**src/rtl/enigma_pkg.sv**
```systemverilog
// Shared constants, wiring tables and types for the three-rotor Enigma engine.
// Fixed machine: rotors I/II/III left-to-right, reflector B, all rings at 0.
package enigma_pkg;

  localparam int unsigned ALPHA = 26;
  localparam int unsigned LW    = 5;

  typedef logic [LW-1:0] letter_t;

  typedef enum logic [1:0] {ROTOR_I, ROTOR_II, ROTOR_III} rotor_e;
  typedef enum logic {DIR_FWD, DIR_REV} dir_e;
  typedef enum logic [2:0] {S_IDLE, S_STEP, S_FWD, S_REV, S_DONE} state_e;

  localparam letter_t NOTCH_I   = 5'd16;
  localparam letter_t NOTCH_II  = 5'd4;
  localparam letter_t NOTCH_III = 5'd21;

  localparam letter_t ROTOR_I_FWD [ALPHA] = '{
    5'd4, 5'd10, 5'd12, 5'd5, 5'd11, 5'd6, 5'd3, 5'd16, 5'd21, 5'd25, 5'd13, 5'd19, 5'd14,
    5'd22, 5'd24, 5'd7, 5'd23, 5'd20, 5'd18, 5'd15, 5'd0, 5'd8, 5'd1, 5'd17, 5'd2, 5'd9};
  localparam letter_t ROTOR_I_INV [ALPHA] = '{
    5'd20, 5'd22, 5'd24, 5'd6, 5'd0, 5'd3, 5'd5, 5'd15, 5'd21, 5'd25, 5'd1, 5'd4, 5'd2,
    5'd10, 5'd12, 5'd19, 5'd7, 5'd23, 5'd18, 5'd11, 5'd17, 5'd8, 5'd13, 5'd16, 5'd14, 5'd9};
  localparam letter_t ROTOR_II_FWD [ALPHA] = '{
    5'd0, 5'd9, 5'd3, 5'd10, 5'd18, 5'd8, 5'd17, 5'd20, 5'd23, 5'd1, 5'd11, 5'd7, 5'd22,
    5'd19, 5'd12, 5'd2, 5'd16, 5'd6, 5'd25, 5'd13, 5'd15, 5'd24, 5'd5, 5'd21, 5'd14, 5'd4};
  localparam letter_t ROTOR_II_INV [ALPHA] = '{
    5'd0, 5'd9, 5'd15, 5'd2, 5'd25, 5'd22, 5'd17, 5'd11, 5'd5, 5'd1, 5'd3, 5'd10, 5'd14,
    5'd19, 5'd24, 5'd20, 5'd16, 5'd6, 5'd4, 5'd13, 5'd7, 5'd23, 5'd12, 5'd8, 5'd21, 5'd18};
  localparam letter_t ROTOR_III_FWD [ALPHA] = '{
    5'd1, 5'd3, 5'd5, 5'd7, 5'd9, 5'd11, 5'd2, 5'd15, 5'd17, 5'd19, 5'd23, 5'd21, 5'd25,
    5'd13, 5'd24, 5'd4, 5'd8, 5'd22, 5'd6, 5'd0, 5'd10, 5'd12, 5'd20, 5'd18, 5'd16, 5'd14};
  localparam letter_t ROTOR_III_INV [ALPHA] = '{
    5'd19, 5'd0, 5'd6, 5'd1, 5'd15, 5'd2, 5'd18, 5'd3, 5'd16, 5'd4, 5'd20, 5'd5, 5'd21,
    5'd13, 5'd25, 5'd7, 5'd24, 5'd8, 5'd23, 5'd9, 5'd22, 5'd11, 5'd17, 5'd10, 5'd14, 5'd12};
  localparam letter_t REFLECTOR_B [ALPHA] = '{
    5'd24, 5'd17, 5'd20, 5'd7, 5'd16, 5'd18, 5'd11, 5'd3, 5'd15, 5'd23, 5'd13, 5'd6, 5'd14,
    5'd10, 5'd12, 5'd8, 5'd4, 5'd1, 5'd5, 5'd25, 5'd2, 5'd22, 5'd21, 5'd9, 5'd0, 5'd19};

  // Single conditional subtract: every caller keeps its operand below 2*ALPHA.
  function automatic letter_t mod26(input logic [5:0] v);
    mod26 = (v >= 6'(ALPHA)) ? letter_t'(v - 6'(ALPHA)) : letter_t'(v);
  endfunction

  function automatic letter_t inc26(input letter_t v);
    inc26 = (v == letter_t'(ALPHA - 1)) ? '0 : letter_t'(v + 5'd1);
  endfunction

  function automatic letter_t notch_of(input rotor_e r);
    case (r)
      ROTOR_I:  notch_of = NOTCH_I;
      ROTOR_II: notch_of = NOTCH_II;
      default:  notch_of = NOTCH_III;
    endcase
  endfunction

endpackage

```
**src/rtl/enigma_rotor_map.sv**
```systemverilog
// Combinational single-rotor substitution at a given position, either direction.
module enigma_rotor_map
  import enigma_pkg::*;
(
  input  letter_t letter,
  input  letter_t position,
  input  rotor_e  rotor_sel,
  input  dir_e    dir,
  output letter_t mapped_c
);

  letter_t idx;
  letter_t wired;

  always_comb begin
    idx   = mod26(6'(letter) + 6'(position));
    wired = idx;
    case (rotor_sel)
      ROTOR_I:   wired = (dir == DIR_FWD) ? ROTOR_I_FWD[idx]   : ROTOR_I_INV[idx];
      ROTOR_II:  wired = (dir == DIR_FWD) ? ROTOR_II_FWD[idx]  : ROTOR_II_INV[idx];
      ROTOR_III: wired = (dir == DIR_FWD) ? ROTOR_III_FWD[idx] : ROTOR_III_INV[idx];
      default:   wired = idx;
    endcase
    // Adding ALPHA before subtracting keeps the 6-bit difference non-negative.
    mapped_c = mod26(6'(wired) + 6'(ALPHA) - 6'(position));
  end

endmodule

```
**src/rtl/enigma_cipher_engine.sv**
```systemverilog
// Three-rotor Enigma (I/II/III, reflector B) with valid/ready letter streaming.
// One letter per pass through IDLE -> STEP -> FWD -> REV -> DONE.
module enigma_cipher_engine
  import enigma_pkg::*;
(
  input  logic       clk,
  input  logic       rst,
  input  logic       cfg_load,
  input  logic [4:0] r1_position,
  input  logic [4:0] r2_position,
  input  logic [4:0] r3_position,
  input  logic       in_valid,
  output logic       in_ready,
  input  logic [4:0] data_in,
  output logic       out_valid,
  input  logic       out_ready,
  output logic [4:0] data_out,
  output logic       out_err,
  output logic [4:0] pos_r1,
  output logic [4:0] pos_r2,
  output logic [4:0] pos_r3
);

  state_e  state_q, state_d;
  letter_t pos1_q, pos1_d, pos2_q, pos2_d, pos3_q, pos3_d;
  letter_t letter_q, letter_d;
  letter_t data_out_q, data_out_d;
  logic    out_err_q, out_err_d;

  // Stage order flips in REV so the same three maps serve both passes.
  logic    rev;
  dir_e    dir;
  rotor_e  s0_rotor, s2_rotor;
  letter_t s0_pos, s2_pos;
  letter_t s0_out, s1_out, s2_out;

  assign rev      = (state_q == S_REV);
  assign dir      = rev ? DIR_REV : DIR_FWD;
  assign s0_rotor = rev ? ROTOR_I : ROTOR_III;
  assign s0_pos   = rev ? pos3_q : pos1_q;
  assign s2_rotor = rev ? ROTOR_III : ROTOR_I;
  assign s2_pos   = rev ? pos1_q : pos3_q;

  enigma_rotor_map u_stage0 (.letter(letter_q), .position(s0_pos), .rotor_sel(s0_rotor),
                             .dir(dir), .mapped_c(s0_out));
  enigma_rotor_map u_stage1 (.letter(s0_out), .position(pos2_q), .rotor_sel(ROTOR_II),
                             .dir(dir), .mapped_c(s1_out));
  enigma_rotor_map u_stage2 (.letter(s1_out), .position(s2_pos), .rotor_sel(s2_rotor),
                             .dir(dir), .mapped_c(s2_out));

  always_ff @(posedge clk or posedge rst) begin
    if (rst) begin
      state_q    <= S_IDLE;
      pos1_q     <= '0;
      pos2_q     <= '0;
      pos3_q     <= '0;
      letter_q   <= '0;
      data_out_q <= '0;
      out_err_q  <= 1'b0;
    end else begin
      state_q    <= state_d;
      pos1_q     <= pos1_d;
      pos2_q     <= pos2_d;
      pos3_q     <= pos3_d;
      letter_q   <= letter_d;
      data_out_q <= data_out_d;
      out_err_q  <= out_err_d;
    end
  end

  always_comb begin
    state_d    = state_q;
    pos1_d     = pos1_q;
    pos2_d     = pos2_q;
    pos3_d     = pos3_q;
    letter_d   = letter_q;
    data_out_d = data_out_q;
    out_err_d  = out_err_q;
    case (state_q)
      S_IDLE: begin
        if (cfg_load) begin
          pos1_d = mod26({1'b0, r1_position});
          pos2_d = mod26({1'b0, r2_position});
          pos3_d = mod26({1'b0, r3_position});
        end else if (in_valid) begin
          letter_d = data_in;
          if (data_in > letter_t'(ALPHA - 1)) begin
            data_out_d = data_in;
            out_err_d  = 1'b1;
            state_d    = S_DONE;
          end else begin
            out_err_d = 1'b0;
            state_d   = S_STEP;
          end
        end
      end
      S_STEP: begin
        // Middle rotor double-steps off its own notch.
        pos1_d = inc26(pos1_q);
        if (pos1_q == notch_of(ROTOR_III) || pos2_q == notch_of(ROTOR_II)) pos2_d = inc26(pos2_q);
        if (pos2_q == notch_of(ROTOR_II)) pos3_d = inc26(pos3_q);
        state_d = S_FWD;
      end
      S_FWD: begin
        letter_d = REFLECTOR_B[s2_out];
        state_d  = S_REV;
      end
      S_REV: begin
        data_out_d = s2_out;
        state_d    = S_DONE;
      end
      S_DONE: begin
        if (out_ready) state_d = S_IDLE;
      end
      default: state_d = S_IDLE;
    endcase
  end

  assign in_ready  = (state_q == S_IDLE);
  assign out_valid = (state_q == S_DONE);
  assign data_out  = data_out_q;
  assign out_err   = out_err_q;
  assign pos_r1    = pos1_q;
  assign pos_r2    = pos2_q;
  assign pos_r3    = pos3_q;

endmodule

```
**config.mk**
```make
export PLATFORM = sky130hd
export DESIGN_NAME = enigma_cipher_engine
export DESIGN_NICKNAME = d
export VERILOG_FILES = /design/src/rtl/enigma_pkg.sv /design/src/rtl/enigma_rotor_map.sv /design/src/rtl/enigma_cipher_engine.sv
export SDC_FILE = /design/constraint.sdc
export NUM_CORES = 1
export LEC_CHECK = 0
export ABC_CLOCK_PERIOD_IN_PS = 32299
export BUFFER_PORTS_ARGS = -buffer_cell sky130_fd_sc_hd__buf_2
export CAP_MARGIN = 30
export CORE_UTILIZATION = 60
export CTS_CLUSTER_DIAMETER = 150
export DETAILED_ROUTE_END_ITERATION = 8
export GPL_TIMING_DRIVEN = 0
export PLACE_DENSITY = 0.84
export SYNTH_ARGS = -nofsm -noshare
export SYNTH_HDL_FRONTEND = slang
export SYNTH_SLANG_ARGS = --single-unit
```
**constraint.sdc**
```tcl
create_clock -name clk -period 32.3 [get_ports clk]
set_clock_uncertainty 0.05 [all_clocks]
set_input_delay 6.46 -clock clk [delete_from_list [all_inputs] [get_ports clk]]
set_output_delay 6.46 -clock clk [all_outputs]
set_load 0.1 [all_outputs]
```
After elaboration in Yosys (flattened, before gate mapping)

Memory sizes are Yosys's and may differ from the RTL's.
Index checks and enable logic that the tools add are counted.

$add $sub $neg: 21
$lt $le $gt $ge: 14
Bitwise gates (word level): 5
Eq/ne operators: 20
Shifts and indexed selects: 0
Mux-type cells: 77
Multipliers: 0
Div/mod/pow operators: 0
Reductions and logical operators: 14

Operator list:

| kind                  | count |
|---|---|
| $mux W5               | 61 |
| $pmux W5 S2           | 5 |
| $sub A5 B5 Y5 const B | 9 |
| $ge A6 B5 Y1 const B  | 6 |
| $pmux W5 S3           | 2 |
| $ge A6 B6 Y1 const B  | 4 |
| $not A5 Y6            | 4 |
| $eq A5 B5 Y1 const B  | 4 |
| $add A5 B5 Y6         | 3 |
| $add A5 B5 Y6 const B | 3 |
| $sub A6 B5 Y6         | 3 |
| $add A5 B1 Y5 const B | 3 |
| $ge A5 B5 Y1 const B  | 3 |
| $pmux W3 S5           | 1 |
| $reduce_and A3 Y1     | 5 |
| $mux W3               | 4 |
| $ne A2 B2 Y1 const B  | 5 |
| $eq A3 B2 Y1 const B  | 2 |
| $reduce_bool A2 Y1    | 3 |
| $eq A5 B3 Y1 const B  | 1 |
| $gt A5 B5 Y1 const B  | 1 |
| $eq A2 B1 Y1 const B  | 2 |
| $eq A2 B2 Y1 const B  | 2 |
| $logic_not A2 Y1      | 2 |
| 10 further kinds      | 13 |

Bits in registers: 29
Memories kept: 15
Input port bits: 25
Bits in read-only memories: 2400
Bits in latches: 0
Output and inout port bits: 23
Memory bits (writable): 0

Memory list:

| name            | depth | width | rd ports | clocked after Yosys merged registers in | wr ports | line                   | source |
|---|---|---|---|---|---|---|---|
| (no name shown) | 32    | 5     | 1        | 0                                       | 0        | enigma_rotor_map.sv:21 | `ROTOR_III: wired = (dir == DIR_FWD) ? ROTOR_III_FWD[idx] : ROTOR_III_INV[idx];` |
| (no name shown) | 32    | 5     | 1        | 0                                       | 0        | enigma_rotor_map.sv:21 |  |
| (no name shown) | 32    | 5     | 1        | 0                                       | 0        | enigma_rotor_map.sv:19 | `ROTOR_I: wired = (dir == DIR_FWD) ? ROTOR_I_FWD[idx] : ROTOR_I_INV[idx];` |
| (no name shown) | 32    | 5     | 1        | 0                                       | 0        | enigma_rotor_map.sv:21 |  |
| (no name shown) | 32    | 5     | 1        | 0                                       | 0        | enigma_rotor_map.sv:20 | `ROTOR_II: wired = (dir == DIR_FWD) ? ROTOR_II_FWD[idx] : ROTOR_II_INV[idx];` |
| (no name shown) | 32    | 5     | 1        | 0                                       | 0        | enigma_rotor_map.sv:21 |  |
| 9 more memories | --    | --    | --       | --                                      | --       | --                     |  |

Logic depth before layout (Yosys ltp)

Depth in word-level cells: 45
Depth in mapped cells: 82

Hierarchy

A second synthesis with hierarchy kept.

Cell total of the unflattened synthesis: 1340
Area total of the unflattened synthesis: 9839.4 sq um

By module, submodules not included:

| module                       | seq. area each (sq um) | area each (sq um) | times used | cells each |
|---|---|---|---|---|
| enigma_rotor_map at u_stage0 | 0.0                    | 2526.2            | 1          | 354 |
| enigma_cipher_engine         | 725.7                  | 2462.4            | 1          | 275 |
| enigma_rotor_map at u_stage1 | 0.0                    | 2426.1            | 1          | 362 |
| enigma_rotor_map at u_stage2 | 0.0                    | 2424.8            | 1          | 349 |

Least setup slack after synthesis

Ideal clock, no wire load.

Kind: register -> register
From: register state_q[0]
To: register letter_q[4]
Required time: 32.111 ns
Period minus slack after synthesis: 15.815 ns
Arrival time: 15.626 ns
Setup slack: 16.485 ns
Cell stages (with the launch flop): 80
Cells stage by stage: dfrtp_1 > clkbuf_1 > and3b_1 > clkbuf_1 > clkbuf_1 > nand2_1 > nand2_1 > ha_1 > inv_1 > fa_1 > xor2_1 > a32o_1 > a21o_1 > o21bai_1 > xnor2_1 > inv_1 > ha_1 > o21ai_0 > [... 44 more ...] > a32oi_1 > ha_1 > inv_1 > ha_1 > fa_1 > a21o_1 > a21oi_1 > xnor2_1 > a21oi_1 > xnor2_1 > inv_1 > ha_1 > nor4_1 > a21oi_1 > nand3_1 > a211oi_1 > a2111oi_0 > a31oi_1

Cells in the longest elaborated chain, start to end: 45

Ends and longest elaborated chain:

| element                                        | line                                                                   | source |
|---|---|---|
| from (decl)                                    | enigma_cipher_engine.sv:24                                             | `state_e state_q, state_d;` |
| from (signal assigned)                         | enigma_cipher_engine.sv:61                                             | `state_q <= state_d;` |
| $eq A3 B2 Y1                                   | enigma_cipher_engine.sv:37                                             | `assign rev = (state_q == S_REV);` |
| $mux W5                                        | enigma_cipher_engine.sv:40                                             | `assign s0_pos = rev ? pos3_q : pos1_q;` |
| $add A5 B5 Y6                                  | enigma_rotor_map.sv:16                                                 | `idx = mod26(6'(letter) + 6'(position));` |
| $sub A5 B5 Y5 or $ge A6 B5 Y1 (tied branches)  | enigma_pkg.sv:42                                                       | `mod26 = (v >= 6'(ALPHA)) ? letter_t'(v - 6'(ALPHA)) : letter_t'(v);` |
| $mux W5                                        | enigma_pkg.sv:42                                                       |  |
| $not A5 Y6 (implied by the code)               | enigma_rotor_map.sv:19, enigma_rotor_map.sv:20, enigma_rotor_map.sv:21 |  |
| $mem_v2 Z32 W5, on equally long branches       | --                                                                     |  |
| $mux W5, on equally long branches (3 in a row) | enigma_rotor_map.sv:21, enigma_rotor_map.sv:19, enigma_rotor_map.sv:20 |  |
| [... 26 more ...]                              | --                                                                     |  |
| $add A5 B5 Y6                                  | enigma_rotor_map.sv:25                                                 | `mapped_c = mod26(6'(wired) + 6'(ALPHA) - 6'(position));` |
| $sub A6 B5 Y6                                  | enigma_rotor_map.sv:25                                                 |  |
| $sub A5 B5 Y5 or $ge A6 B5 Y1 (tied branches)  | enigma_pkg.sv:42                                                       |  |
| $mux W5                                        | enigma_pkg.sv:42                                                       |  |
| $not A5 Y6 (implied by the code)               | enigma_cipher_engine.sv:105                                            | `letter_d = REFLECTOR_B[s2_out];` |
| $mem_v2 Z32 W5                                 | --                                                                     |  |
| $mux W5 (implied by the code) (2 in a row)     | enigma_cipher_engine.sv:105                                            |  |
| $pmux W5 S2                                    | enigma_cipher_engine.sv:79                                             | `case (state_q)` |
| to (signal assigned)                           | enigma_cipher_engine.sv:65                                             | `letter_q <= letter_d;` |
| to (decl)                                      | enigma_cipher_engine.sv:26                                             | `letter_t letter_q, letter_d;` |

Several ways; a longest one is shown, not always the timed one. The select of a mux whose other input is x is not followed.
A chain may end at the register's enable or synchronous reset.

Final worst setup path

Same ends and word-level chain as after synthesis.

==> metrics.md <==
| Metric | Value |
|---|---|
| Via count | `between 6000 and 7000` |
| WL final | `16800 µm` |
| Net Count, Synth | `slightly above 900` |
| Max_cap viols | `0` |
| Hold Crit Start | `data_out[1]` |
| Clock-pin slew on the worst setup and hold paths | `0.07 ns` |
| Initial antenna violation count | `0` |
| Post-synth top cells | `nand2_1, ha_1, o21ai_0` |
| Vias in the first global route | `roughly 5900` |
| Yosys top cell by area | `ha_1` |
| Starting density of the core | `62.86%` |
| Synth area leaders | `ha_1, dfrtp_1, o21ai_0` |
| Post-detail-place hpwl | `13170 µm` |
| Period Utilization, post-route | `60.38%` |
| # setup viols final | `0` |
| Critical path type | `reg -> reg` |
| Clock buffer depth | `2` |
| Core Area | `9371 µm²` |
| Data required, critical path | `32.38 ns` |
| Slowest-stage cell, CP | `a2111oi_0` |
| H-tree depth | `2` |
| Gr usage total | `34.11%` |
| Top_reg_cell synth | `dfrtp_1` |
| CP endpoint kind | `flop` |
| Startpoint Class | `flop` |
| Die area | `slightly above 10000 µm²` |
| Synth cell types | `a little over 80` |
| Largest net degree at the start of global routing | `25` |
| Hold buffers post-CTS | `0` |
| Placed inst area | `6315 µm²` |
| P&R area growth vs syn | `8.921%` |
| Worst stage delay on the critical path | `0.70 ns` |
| Post-synth EDFFs | `0` |
| DRC | `0` |
| Synth async-reset ratio | `100.0%` |
| Worst-Skew Late Latency | `0.28 ns` |
| Worst Setup Slack, final | `12.80 ns` |
| Die Y-Extent | `approximately 100 µm` |
| Reg2reg start | `state_q[0]` |
| Worst-path fanout max | `10` |
| Outcome | `finished, final reports clean` |
| Post-Syn Area | `5891 µm²` |
| Iteration count of the initial detailed-routing pass | `6` |
| Port-buffer cells | `47` |
| Final Cell Area | `6416 µm²` |
| Layout cells sized above 1 | `11.63%` |
| Actual slew at the worst max-slew pin | `0.8589 ns` |
| Syn Inst Count | `about 800` |
| CTS resizes | `0` |
| Fmax | `a little over 50 MHz` |
| Storage cell area | `725.7 µm²` |
| CP most frequent cell | `ha_1` |
| Routed WL per cell | `16.99 µm` |
| Fin. Hold Viols | `0` |
| Count leader, synth | `nand2_1` |
| Total negative slack | `0 ns` |
| Chip width | `101.1 µm` |
| Fin crit period | `19.50 ns` |
| GP Congestion | `0.9714` |
| Worst Setup SP | `state_q[0]` |
| Syn_area_per_cell | `around 7.3 µm²` |
| CTS tree | `built` |
| Synth Warn # | `0` |
| Critical Path AT | `19.58 ns` |
| Root buffer selected by CTS | `clkbuf_8` |
| I/O pins | `48` |
| Rel. slew slack | `42.33%` |
| Sequential cell area fraction in the yosys report | `12.32%` |
| Synth top area share | `18.90%` |
| Num CTS Buffers | `5` |
| Hold Path Class | `reg -> reg` |
| Initial DRC Count | `513` |
| Core Rows | `35` |
| DP Worst Slack | `~13 ns` |
| Filler Cells Inserted | `796` |
| RSZ-0062 raised after global routing | `false` |
| Multi-input combinational cell area | `4730 µm²` |
| Antenna diode count | `0` |
| Gr ovfl total | `0` |
| Clock sink count | `29` |
| Slew Viols, Final | `0` |
| Via/cell ratio | `6.394` |
| Setup Fix Bufs, Post-CTS | `0` |
| # nets final | `a little under 1000` |
| First-pass GRT wire length | `28140 µm` |
| Yosys reg bits | `29` |
| Antenna-violating nets left | `0` |
[cell families after synthesis]
| logic type | synth area share, % |
|---|---|
| and+or+nand+nor | 16.31 |
| adders and majority gates | 20.94 |
| DFF | 12.32 |
| AOI/OAI and AO/OA | 32.73 |
| muxes | 4.418 |
| buffers and inverters | 7.392 |
| xor gates and xnor gates | 5.884 |
[worst max-delay path, delay by kind of cell, from the launching register on]
| kind | cells | cell delay, ns |
|---|---|---|
| compound gates | 28 | 5.60 |
| buf+inv | 10 | 2.16 |
| fa+ha+maj | 16 | 4.88 |
| simple gates | 8 | 1.64 |
| flops | 1 | 0.35 |
| mux | 2 | 0.87 |
| xor+xnor | 10 | 3.77 |
[state kept, by name, summed over array words and instances (netlist names)]
signal    cells
out_err       1
pos_r3        5
state_q       3
data_out      5
pos_r1        5
pos_r2        5
letter_q      5
[metrics by stage]
stage	utilization, %	hold slack, ns	cells
floorplan	-	0.4486	804
global placement	67.09	0.4118	980
detailed placement	67.38	0.4214	981
CTS	68.46	0.4376	989
global route	68.46	0.4789	989
finish	68.46	0.4421	989
[path summary, 6_finish.rpt]
kind | slack [ns] | cells past startpoint | endpoint
min in group asynchronous | 6.08 | 2 | pos_r1[4]
max in group asynchronous | 25.68 | 3 | data_out[2]
hold reg to reg | 0.44 | 2 | data_out[1]
setup / recovery | 12.80 | 74 | letter_q[4]
setup reg to reg | 12.80 | 74 | letter_q[4]
hold / removal | 0.44 | 2 | data_out[1]
[area by class of cell]
cell class / instances / share of cell area (%)
Multi-Input combinational cell: 672 / 73.71
Sequential cell: 29 / 11.31
Timing Repair Buffer: 48 / 4.095
Inverter: 70 / 4.095
Buffer: 33 / 2.691
Tap cell: 129 / 2.516
Clock buffer: 7 / 1.502
Clock inverter: 1 / 0.07800
[layer usage]
metal	routed length, µm	vias up	global-route usage [%]	part of all wire (%)
li1	-	3026	-	-
met1	7014	2934	44.18	42
met2	8017	320	59.34	48
met3	1375	44	4.300	8.2
met4	393	0	9.476	2.3
met5	0	-	0	0
[cells in the final DEF, fill, tap and decap left out, drive strengths merged, types with 15 or more instances in the layout]
cell type / Yosys / final
nand2: 93 / 93
ha: 89 / 89
o21ai: 89 / 89
a21oi: 77 / 77
inv: 70 / 70
buf: 14 / 62
nor2: 57 / 57
dfrtp: 29 / 29
clkbuf: 19 / 26
xnor2: 25 / 25
nand3: 21 / 21
a211oi: 20 / 20
mux2i: 17 / 17
a31oi: 16 / 16
o22ai: 15 / 15
Power is left out: the tool's default activity adds up to more than one toggle a clock period on the data nets, which glitch-free logic cannot reach.
